`src/rtl/div_unit_pkg.sv`:
```
// Shared definitions for the multi-cycle divider: state encoding, control levels
// and the ALU opcodes that select DIV/DIVU in the execute stage.
package div_unit_pkg;

    // Divider sequencing states (2-bit encoding)
    typedef enum logic [1:0] {
        DivIdle   = 2'b00,
        DivByZero = 2'b01,
        DivOn     = 2'b10,
        DivEnd    = 2'b11
    } div_state_e;

    // Control levels used by the execute stage when driving/consuming the divider
    localparam logic DivStart          = 1'b1;
    localparam logic DivStop           = 1'b0;
    localparam logic DivResultReady    = 1'b1;
    localparam logic DivResultNotReady = 1'b0;

    // ALU operation codes routed to the divider
    localparam logic [7:0] AluOpDiv  = 8'b0001_1010;
    localparam logic [7:0] AluOpDivu = 8'b0001_1011;

endpackage

```
`src/rtl/div_unit.sv`:
```
// Radix-2 restoring divider, one quotient bit per cycle. Quotient goes to LO,
// remainder to HI. busy_o stalls the pipeline while an operation is in flight;
// annul_i drops it on a flush.
module div_unit
    import div_unit_pkg::*;
#(
    parameter int unsigned DATA_W    = 32,
    parameter bit          SIGNED_EN = 1'b1
) (
    input  logic              clk,
    input  logic              rst,
    input  logic              start_i,
    input  logic              signed_i,
    input  logic              annul_i,
    input  logic [DATA_W-1:0] dividend_i,
    input  logic [DATA_W-1:0] divisor_i,
    output logic [DATA_W-1:0] quotient_o,
    output logic [DATA_W-1:0] remainder_o,
    output logic              ready_o,
    output logic              busy_o
);

    localparam int unsigned CntW = $clog2(DATA_W + 1);

    div_state_e        state_q, state_d;
    logic [CntW-1:0]   cnt_q, cnt_d;
    // rem_q:quo_q form the shifting {partial remainder, dividend/quotient} pair
    logic [DATA_W-1:0] rem_q, rem_d;
    logic [DATA_W-1:0] quo_q, quo_d;
    logic [DATA_W-1:0] dvs_q, dvs_d;
    logic              qneg_q, qneg_d;
    logic              rneg_q, rneg_d;
    logic [DATA_W-1:0] quotient_q, quotient_d;
    logic [DATA_W-1:0] remainder_q, remainder_d;
    logic              ready_q, ready_d;

    logic              signed_mode;
    logic              dvd_neg, dvs_neg;
    logic [DATA_W-1:0] dvd_mag, dvs_mag;
    logic [DATA_W:0]   shifted;
    logic [DATA_W+1:0] trial;
    logic              take;
    logic [DATA_W-1:0] quo_fix, rem_fix;

    // Operand magnitudes/signs at acceptance, trial subtraction and end-of-run fix-up
    always_comb begin
        signed_mode = SIGNED_EN && signed_i;
        dvd_neg     = signed_mode && dividend_i[DATA_W-1];
        dvs_neg     = signed_mode && divisor_i[DATA_W-1];
        // Most-negative maps to 2^(DATA_W-1), which still fits unsigned
        dvd_mag     = dvd_neg ? (~dividend_i + 1'b1) : dividend_i;
        dvs_mag     = dvs_neg ? (~divisor_i + 1'b1) : divisor_i;

        shifted     = {rem_q, quo_q[DATA_W-1]};
        // Extra top bit is the borrow: set means the trial went negative
        trial       = {1'b0, shifted} - {2'b00, dvs_q};
        take        = ~trial[DATA_W+1];

        quo_fix     = qneg_q ? (~quo_q + 1'b1) : quo_q;
        rem_fix     = rneg_q ? (~rem_q + 1'b1) : rem_q;
    end

    // Next-state and datapath update
    always_comb begin
        state_d     = state_q;
        cnt_d       = cnt_q;
        rem_d       = rem_q;
        quo_d       = quo_q;
        dvs_d       = dvs_q;
        qneg_d      = qneg_q;
        rneg_d      = rneg_q;
        quotient_d  = quotient_q;
        remainder_d = remainder_q;
        ready_d     = DivResultNotReady;

        unique case (state_q)
            DivIdle: begin
                if (start_i == DivStart && !annul_i) begin
                    cnt_d = '0;
                    if (divisor_i == '0) begin
                        // Divide-by-zero result is staged now; no fix-up applies
                        state_d = DivByZero;
                        quo_d   = '1;
                        rem_d   = dividend_i;
                        dvs_d   = '0;
                        qneg_d  = 1'b0;
                        rneg_d  = 1'b0;
                    end else begin
                        state_d = DivOn;
                        quo_d   = dvd_mag;
                        rem_d   = '0;
                        dvs_d   = dvs_mag;
                        qneg_d  = dvd_neg ^ dvs_neg;
                        rneg_d  = dvd_neg;
                    end
                end
            end
            DivByZero: begin
                state_d = annul_i ? DivIdle : DivEnd;
            end
            DivOn: begin
                if (annul_i) begin
                    state_d = DivIdle;
                end else begin
                    rem_d = take ? trial[DATA_W-1:0] : shifted[DATA_W-1:0];
                    quo_d = {quo_q[DATA_W-2:0], take};
                    cnt_d = cnt_q + CntW'(1);
                    if (cnt_q == CntW'(DATA_W - 1)) begin
                        state_d = DivEnd;
                    end
                end
            end
            DivEnd: begin
                state_d = DivIdle;
                if (!annul_i) begin
                    quotient_d  = quo_fix;
                    remainder_d = rem_fix;
                    ready_d     = DivResultReady;
                end
            end
            default: state_d = DivIdle;
        endcase
    end

    // State and datapath registers, cleared asynchronously
    always_ff @(posedge clk or negedge rst) begin
        if (!rst) begin
            state_q     <= DivIdle;
            cnt_q       <= '0;
            rem_q       <= '0;
            quo_q       <= '0;
            dvs_q       <= '0;
            qneg_q      <= 1'b0;
            rneg_q      <= 1'b0;
            quotient_q  <= '0;
            remainder_q <= '0;
            ready_q     <= 1'b0;
        end else begin
            state_q     <= state_d;
            cnt_q       <= cnt_d;
            rem_q       <= rem_d;
            quo_q       <= quo_d;
            dvs_q       <= dvs_d;
            qneg_q      <= qneg_d;
            rneg_q      <= rneg_d;
            quotient_q  <= quotient_d;
            remainder_q <= remainder_d;
            ready_q     <= ready_d;
        end
    end

    // Outputs: busy straight from state, results and ready from registers
    always_comb begin
        busy_o      = (state_q != DivIdle);
        quotient_o  = quotient_q;
        remainder_o = remainder_q;
        ready_o     = ready_q;
    end

endmodule

```
`config.mk`:
```
export PLATFORM = sky130hd
export DESIGN_NAME = div_unit
export DESIGN_NICKNAME = d
export VERILOG_FILES = /design/src/rtl/div_unit_pkg.sv /design/src/rtl/div_unit.sv
export SDC_FILE = /design/constraint.sdc
export NUM_CORES = 1
export LEC_CHECK = 0
export CAP_MARGIN = 25
export CORE_MARGIN = 4
export CORE_UTILIZATION = 51
export CTS_BUF_LIST = sky130_fd_sc_hd__clkbuf_16
export DETAILED_ROUTE_END_ITERATION = 10
export MAX_ROUTING_LAYER = met4
export PLACE_DENSITY = 0.76
export SKIP_LAST_GASP = 1
export SYNTH_ARGS = -nofsm -noshare
export SYNTH_HDL_FRONTEND = slang
export SYNTH_SLANG_ARGS = --single-unit
```
`constraint.sdc`:
```
create_clock -name clk -period 3 [get_ports clk]
set_input_delay 0.3 -clock clk [delete_from_list [all_inputs] [get_ports clk]]
set_output_delay 0.3 -clock clk [all_outputs]
set_load 0.01 [all_outputs]
```
==> metrics, run 1 <==
status=finished, final reports clean; Period Utilization, post-route=0.969; routed length per placed instance=18.6 um; H-tree levels=4; unrepaired setup endpoints after global routing=true; number of antenna diodes=0; design area=14900 um2; Top Ports=135; detailed-route wire length=around 36000 um; die boundary height=160 um; Clk Tree Root Cell=sky130_fd_sc_hd__clkbuf_16; top cell type by total area after synthesis=sky130_fd_sc_hd__dfrtp_1; final worst slack=around 0.092 ns; antenna-violating nets left=0; routability congestion estimate=~0.95; clock input transition at the sequential cells of the worst setup and hold paths=~0.08 ns; Slowest-stage cell, CP=sky130_fd_sc_hd__or3_4; crit end category=register; final core utilization=0.656; DP Cell Count=between 1500 and 2000; Clock Sink Count=about 170; most common library cells after synthesis=sky130_fd_sc_hd__nand2_1 (206), sky130_fd_sc_hd__dfrtp_1 (171), sky130_fd_sc_hd__o21ai_0 (169); total count of max-transition violations in the final report=0; top flip-flop cell by instance count after synthesis=sky130_fd_sc_hd__dfrtp_1; number of port buffers=between 100 and 150; pin count of the biggest net entering global routing=69; number of flip-flops and latches in the synthesized netlist=171; Remaining DRCs=0; final critical-path required period=~2.9 ns; clk_skew=0.0102 ns; number of global-route vias before repair=between 10000 and 15000; most common cell in the synthesized netlist=sky130_fd_sc_hd__nand2_1; number of enable-type register cells in the synthesized netlist=0; Syn-to-layout area delta=25.9%; max-slew headroom at the worst pin=0.401; fraction of the yosys area taken by sequential cells=0.362; Most Frequent Cell on Critical Path=sky130_fd_sc_hd__or3_4; maximum single-stage delay on the critical path=0.44 ns; Cell Rows=between 50 and 60; number of detailed-routing iterations run before antenna repair=7; global router's overall resource usage=0.287; fraction of post-synthesis cell area in the top cell type by area=0.362; class of the most critical hold timing path=primary input to async pin; clk_lat worst skew=between 0.4 and 0.5 ns; Placement Setup Slack=-0.217 ns; power density normalized to cell area=around 1200 nW/um2; placed wire-length estimate=roughly 28000 um; netlist area before placement=around 12000 um2; first-pass GRT wire length=58400 um; cells after synthesis=1453; Fmax achieved=around 340 MHz; Max VDD drop=approximately 0.53 mV; total gr overflow=0; die boundary width=160 um; post-synth net total=~1600; worst-path fanout max=6; data required time of the critical path=approximately 3.3 ns; arrival time worst endpoint=3.23 ns; CTS max path bufs=2; initial cell density of the core=0.521; Fin Hold WS=0.285 ns; mean number of vias per cell=just under 6; number of endpoints with negative hold slack in the final report=0; layout cells sized above 1=0.113; Crit Path Class=register to register; share of synthesized flip-flops with an asynchronous set or reset=1.00; leakage power=~6.3 nW; area of the placeable core=roughly 23000 um2; number of buffers inserted during clock tree synthesis=17; max capacitance violation total=0; cell types occupying the most area after synthesis=sky130_fd_sc_hd__dfrtp_1 (36%), sky130_fd_sc_hd__o21ai_0 (7.2%), sky130_fd_sc_hd__nand2_1 (6.5%), sky130_fd_sc_hd__xor2_1 (6.2%), sky130_fd_sc_hd__a21oi_1 (4.8%); vias after detailed routing=between 10000 and 15000; type of origin of the critical path=register; cell area after placement=14200 um2; synth warn=0; detailed router's first-iteration violation count=1169; clock tree from TritonCTS=done; Die ar.=around 26000 um2; Tightest Pin Transition=between 0.8 and 0.9 ns; antenna violations before repair=0; mean instance size in the synthesized netlist=~8.1 um2; CP cell instances=inv_1, ha_1, nand2b_1, or3_1, or2_2, or3_4, or3_4, o41ai_2, xor2_1, o21ai_1; nets=1758; Final Non-Filler Cells=just under 2000; number of unique standard cell types used by synthesis=just under 70; total setup buffers inserted after CTS=0; final setup violation count=0
==> report_power, final <==
group          switching, mW  internal, mW  leakage, nW
combinational           6.59          5.17         3.92
sequential             0.936          3.35         2.14
clock                   1.09          1.11        0.279
==> cells by family after synthesis <==
group | share of synthesized area
AOI/OAI and AO/OA | 0.251
and+or+nand+nor | 0.187
DFF | 0.362
buffers and inverters | 0.0465
xor gates and xnor gates | 0.101
adders and majority gates | 0.0440
muxes | 0.00931
==> path summary, 6_finish.rpt <==
check	startpoint	end	slack (ns)	depth (start not counted)
worst max-delay path	quo_q[0]	quotient_o[26]	0.09	10
worst min-delay path	rst	quotient_o[21]	0.28	2
worst max register to register	quo_q[0]	quotient_o[26]	0.09	10
worst min register to register	quotient_o[30]	quotient_o[30]	0.48	2
max in group asynchronous	rst	remainder_o[5]	1.89	3
min in group clk	quotient_o[30]	quotient_o[30]	0.48	2
==> registers in the layout, indices dropped and copies added, names as in the netlist <==
| register | flops |
|---|---|
| cnt_q | 6 |
| dvs_q | 32 |
| qneg_q | 1 |
| quo_q | 32 |
| quotient_o | 32 |
| ready_o | 1 |
| rem_q | 32 |
| remainder_o | 32 |
| rneg_q | 1 |
| state_q | 2 |
==> metrics by stage <==
stage	TNS (ns)	total power [mW]
after detailed placement	-2.94	15.6
after CTS	0	17.9
after global routing	-0.129	19.7
after global placement	-0.345	15.4
final	0	18.3
after floorplan	0	11.2
==> worst max-delay path: cells and delay by family (launching register included) <==
family / cells / cell delay, ns
fa+ha+maj: 1 / 0.17
compound gates: 2 / 0.32
buf+inv: 1 / 0.10
xor+xnor: 1 / 0.19
simple gates: 5 / 1.60
flops: 1 / 0.42
==> timing repair <==
| action | in CTS | in global routing |
|---|---|---|
| setup endpoints to repair | 1 | 19 |
| gates resized for setup | 1 | 13 |
| hold buffers | 1 | 0 |
| pin swaps | 0 | 5 |
| hold endpoints to repair | 25 | 0 |
==> layout make-up <==
cell class / instances / area, um2
timing repair buffer: 256 / 2370
inverter: 63 / 236
tap: 285 / 357
multi-input combinational: 1139 / 7080
fill: 1945 / 7820
sequential: 171 / 4280
clock buffer: 17 / 425
clock inverter: 15 / 145
==> placed cells by master (no fill, tap or decap), types with 12 or more instances in the layout <==
cell type | netlist | routed
sky130_fd_sc_hd__nand2_1 | 206 | 206
sky130_fd_sc_hd__dfrtp_1 | 171 | 171
sky130_fd_sc_hd__o21ai_0 | 169 | 168
sky130_fd_sc_hd__clkdlybuf4s50_1 | 0 | 133
sky130_fd_sc_hd__a21oi_1 | 114 | 113
sky130_fd_sc_hd__buf_4 | 2 | 113
sky130_fd_sc_hd__xor2_1 | 84 | 84
sky130_fd_sc_hd__nor2_1 | 68 | 66
sky130_fd_sc_hd__inv_1 | 62 | 62
sky130_fd_sc_hd__xnor2_1 | 52 | 52
sky130_fd_sc_hd__ha_1 | 40 | 40
sky130_fd_sc_hd__nand3_1 | 35 | 35
sky130_fd_sc_hd__o31ai_1 | 33 | 31
sky130_fd_sc_hd__a31oi_1 | 28 | 28
sky130_fd_sc_hd__nor3_1 | 27 | 26
sky130_fd_sc_hd__o21ai_1 | 25 | 26
sky130_fd_sc_hd__o22ai_1 | 21 | 21
sky130_fd_sc_hd__or3_1 | 17 | 17
sky130_fd_sc_hd__clkbuf_16 | 0 | 17
sky130_fd_sc_hd__a21o_1 | 16 | 16
sky130_fd_sc_hd__and3_1 | 15 | 15
sky130_fd_sc_hd__nor4_1 | 16 | 14
sky130_fd_sc_hd__o211ai_1 | 12 | 12
==> layer usage <==
| metal | vias up | global-route usage | wire length [um] |
|---|---|---|---|
| li1 | 5608 | - | - |
| met3 | 71 | 0.0431 | 2830 |
| met5 | - | - | 0 |
| met2 | 475 | 0.416 | 15600 |
| met1 | 5416 | 0.409 | 16500 |
| met4 | 0 | 0.109 | 1300 |
No activity file was read; power rests on OpenSTA's default activity.
==> inputs of run 2 (changes only) <==
--- a/config.mk
+++ b/config.mk
@@ -6,10 +6,10 @@
 export NUM_CORES = 1
 export LEC_CHECK = 0
 export CAP_MARGIN = 25
-export CORE_MARGIN = 4
 export CORE_UTILIZATION = 51
 export CTS_BUF_LIST = sky130_fd_sc_hd__clkbuf_16
 export DETAILED_ROUTE_END_ITERATION = 10
+export GPL_TIMING_DRIVEN = 0
 export MAX_ROUTING_LAYER = met4
 export PLACE_DENSITY = 0.76
 export SKIP_LAST_GASP = 1
==> run 2 against run 1 <==
Worst hold slack better by 0.13 ns. Clock-buffer cell count did not move. Total power up 0.92%. Flip-flop and latch count did not move. First-iteration DRC count is 9.4% lower. Combinational power is essentially flat. Fmax down 2.0%. Core utilization down 0.95 points. Sequential share of layout area rose by 0.48 points. Register-to-register slack worse by 0.06 ns.
==> metrics, run 2 (synthesized netlist as in run 1, its figures left out) <==
Clk Tree Root Cell=sky130_fd_sc_hd__clkbuf_16; clk_lat worst skew=about 0.45 ns; depth of the most critical reg-to-reg path=10; terminus of the critical flop-to-flop path=rem_q[7]; number of antenna diodes=0; type of origin of the critical path=register; Syn-to-layout area delta=24.1%; max capacitance violation total=0; placed wire-length estimate=approximately 31000 um; Top Ports=approximately 140; H-tree levels=4; number of port buffers=134; Tightest Pin Transition=about 0.79 ns; number of buffers inserted during clock tree synthesis=17; detailed-route wire length=39800 um; most frequent standard cell in the layout excluding fill and tap cells=sky130_fd_sc_hd__nand2_1; layout cells sized above 1=0.0934; status=finished, final reports clean; Max VDD drop=~0.53 mV; initial cell density of the core=0.521; final core utilization=0.646; clock input transition at the sequential cells of the worst setup and hold paths=roughly 0.07 ns; number of detailed-routing iterations run before antenna repair=6; setup TNS=0 ns; pin count of the biggest net entering global routing=88; worst reg-to-reg setup slack=about 0.032 ns; crit end category=register; antenna violations before repair=0; detailed router's first-iteration violation count=between 1000 and 1500; first-pass GRT wire length=61900 um; Fmax achieved=between 300 and 400 MHz; final critical-path required period=roughly 3.0 ns; Remaining DRCs=0; Die ar.=approximately 24000 um2; vias after detailed routing=11739; register cell area after layout=between 4000 and 5000 um2; global router's overall resource usage=0.350; final setup violation count=0; area of the multi-input gates=7360 um2; design area=around 15000 um2; clock tree from TritonCTS=done; worst-path fanout max=9; unrepaired setup endpoints after global routing=true; Critical R2R Launch=rem_q[19]; commonest cells after routing, fill and taps aside=sky130_fd_sc_hd__nand2_1 (204), sky130_fd_sc_hd__o21ai_0 (166), sky130_fd_sc_hd__dfrtp_1 (164), sky130_fd_sc_hd__clkdlybuf4s50_1 (133), sky130_fd_sc_hd__a21oi_1 (108); data required time of the critical path=around 3.3 ns; antenna-violating nets left=0; mean number of vias per cell=6.14; max-slew headroom at the worst pin=0.476; cell area after placement=around 14000 um2; Cell Rows=55; number of endpoints with negative hold slack in the final report=0; power density normalized to cell area=1260 nW/um2; leakage power=approximately 6.0 nW; Crit Path Class=register to register; total gr overflow=0; Clock Sink Count=approximately 170; die boundary width=between 150 and 200 um; Period Utilization, post-route=0.989; routability congestion estimate=about 1; CTS max path bufs=2; arrival time worst endpoint=3.27 ns; total count of max-transition violations in the final report=0; routed length per placed instance=20.8 um; area of the placeable core=roughly 23000 um2; Worst Setup SP=rem_q[19]; count of filler cells inserted in the layout=~2000; clk_skew=~0.018 ns; number of global-route vias before repair=approximately 11000; class of the most critical hold timing path=primary input to async pin; die boundary height=between 150 and 200 um; Worst Setup EP=rem_q[7]; nets=~1700
[run 2: changes by cell type in the layout (fill, tap and decap cells not counted), sizes merged]
cell	change
buf	-95
clkbuf	+63
bufinv	+3
clkinv	-3
inv	-3
clkinvlp	+2
[run 2: worst min-delay path by stage]
stage	start	to	slack [ns]	cells past startpoint
floorplan	rst	cnt_q[0]	0.004	0
global placement	dvs_q[13]	dvs_q[13]	0.46	2
detailed placement	rst	quotient_o[22]	0.35	1
CTS	rst	quotient_o[22]	0.48	2
global route	dvs_q[17]	dvs_q[17]	0.50	2
finish	rst	quotient_o[22]	0.42	2
[run 2: final cells by class]
type | count | share of cell area
Tap cell | 285 | 0.0243
Clock buffer | 17 | 0.0290
Clock inverter | 14 | 0.0124
Sequential cell | 171 | 0.292
Buffer | 77 | 0.0245
Timing Repair Buffer | 147 | 0.100
Inverter | 63 | 0.0163
Multi-Input combinational cell | 1139 | 0.501
[run 2: power by group]
group          leakage, nW  switching, mW  internal [mW]
Sequential            2.13           1.22           3.36
Clock                0.292           1.05           1.33
Combinational         3.58           6.69           4.77
Total                 6.01           8.97           9.45
[run 2: metrics by stage]
step | total power, mW | hold slack [ns] | std cells | setup WS, ns
2_1_floorplan | 11.2 | 0.00441 | 1453 | 0.148
3_3_place_gp | 14.6 | 0.461 | 1872 | -5.39
3_5_place_dp | 14.7 | 0.349 | 1874 | -1.00
4_1_cts | 17.5 | 0.485 | 1909 | -0.0101
5_1_grt | 19.7 | 0.497 | 1913 | -0.114
6_report | 18.4 | 0.420 | 1913 | 0.0315
[run 2: routing by layer]
layer / wire length, um / GRT usage
met5: 0 / -
met4: 1220 / 0.124
met3: 3200 / 0.0530
met2: 17700 / 0.522
met1: 17700 / 0.483
[run 2: critical path, stage by stage (launching register included)]
cell and delay (ns):
sky130_fd_sc_hd__dfrtp_2 0.45, sky130_fd_sc_hd__ha_4 0.25, sky130_fd_sc_hd__buf_6 0.13, sky130_fd_sc_hd__a21o_1 0.20, sky130_fd_sc_hd__a211oi_2 0.21, sky130_fd_sc_hd__a221o_1 0.24, sky130_fd_sc_hd__o311ai_4 0.16, sky130_fd_sc_hd__a221o_1 0.46
sky130_fd_sc_hd__or3_1 0.38, sky130_fd_sc_hd__a31oi_2 0.24, sky130_fd_sc_hd__o21ai_1 0.11
[run 2: timing repair]
item	in CTS	in global routing
endpoints found under the hold margin	86	0
gates resized for setup	41	83
cloned	1	0
pin swaps	5	13
buffers inserted	5	5
hold buffers	1	0
endpoints found under the setup margin	63	72
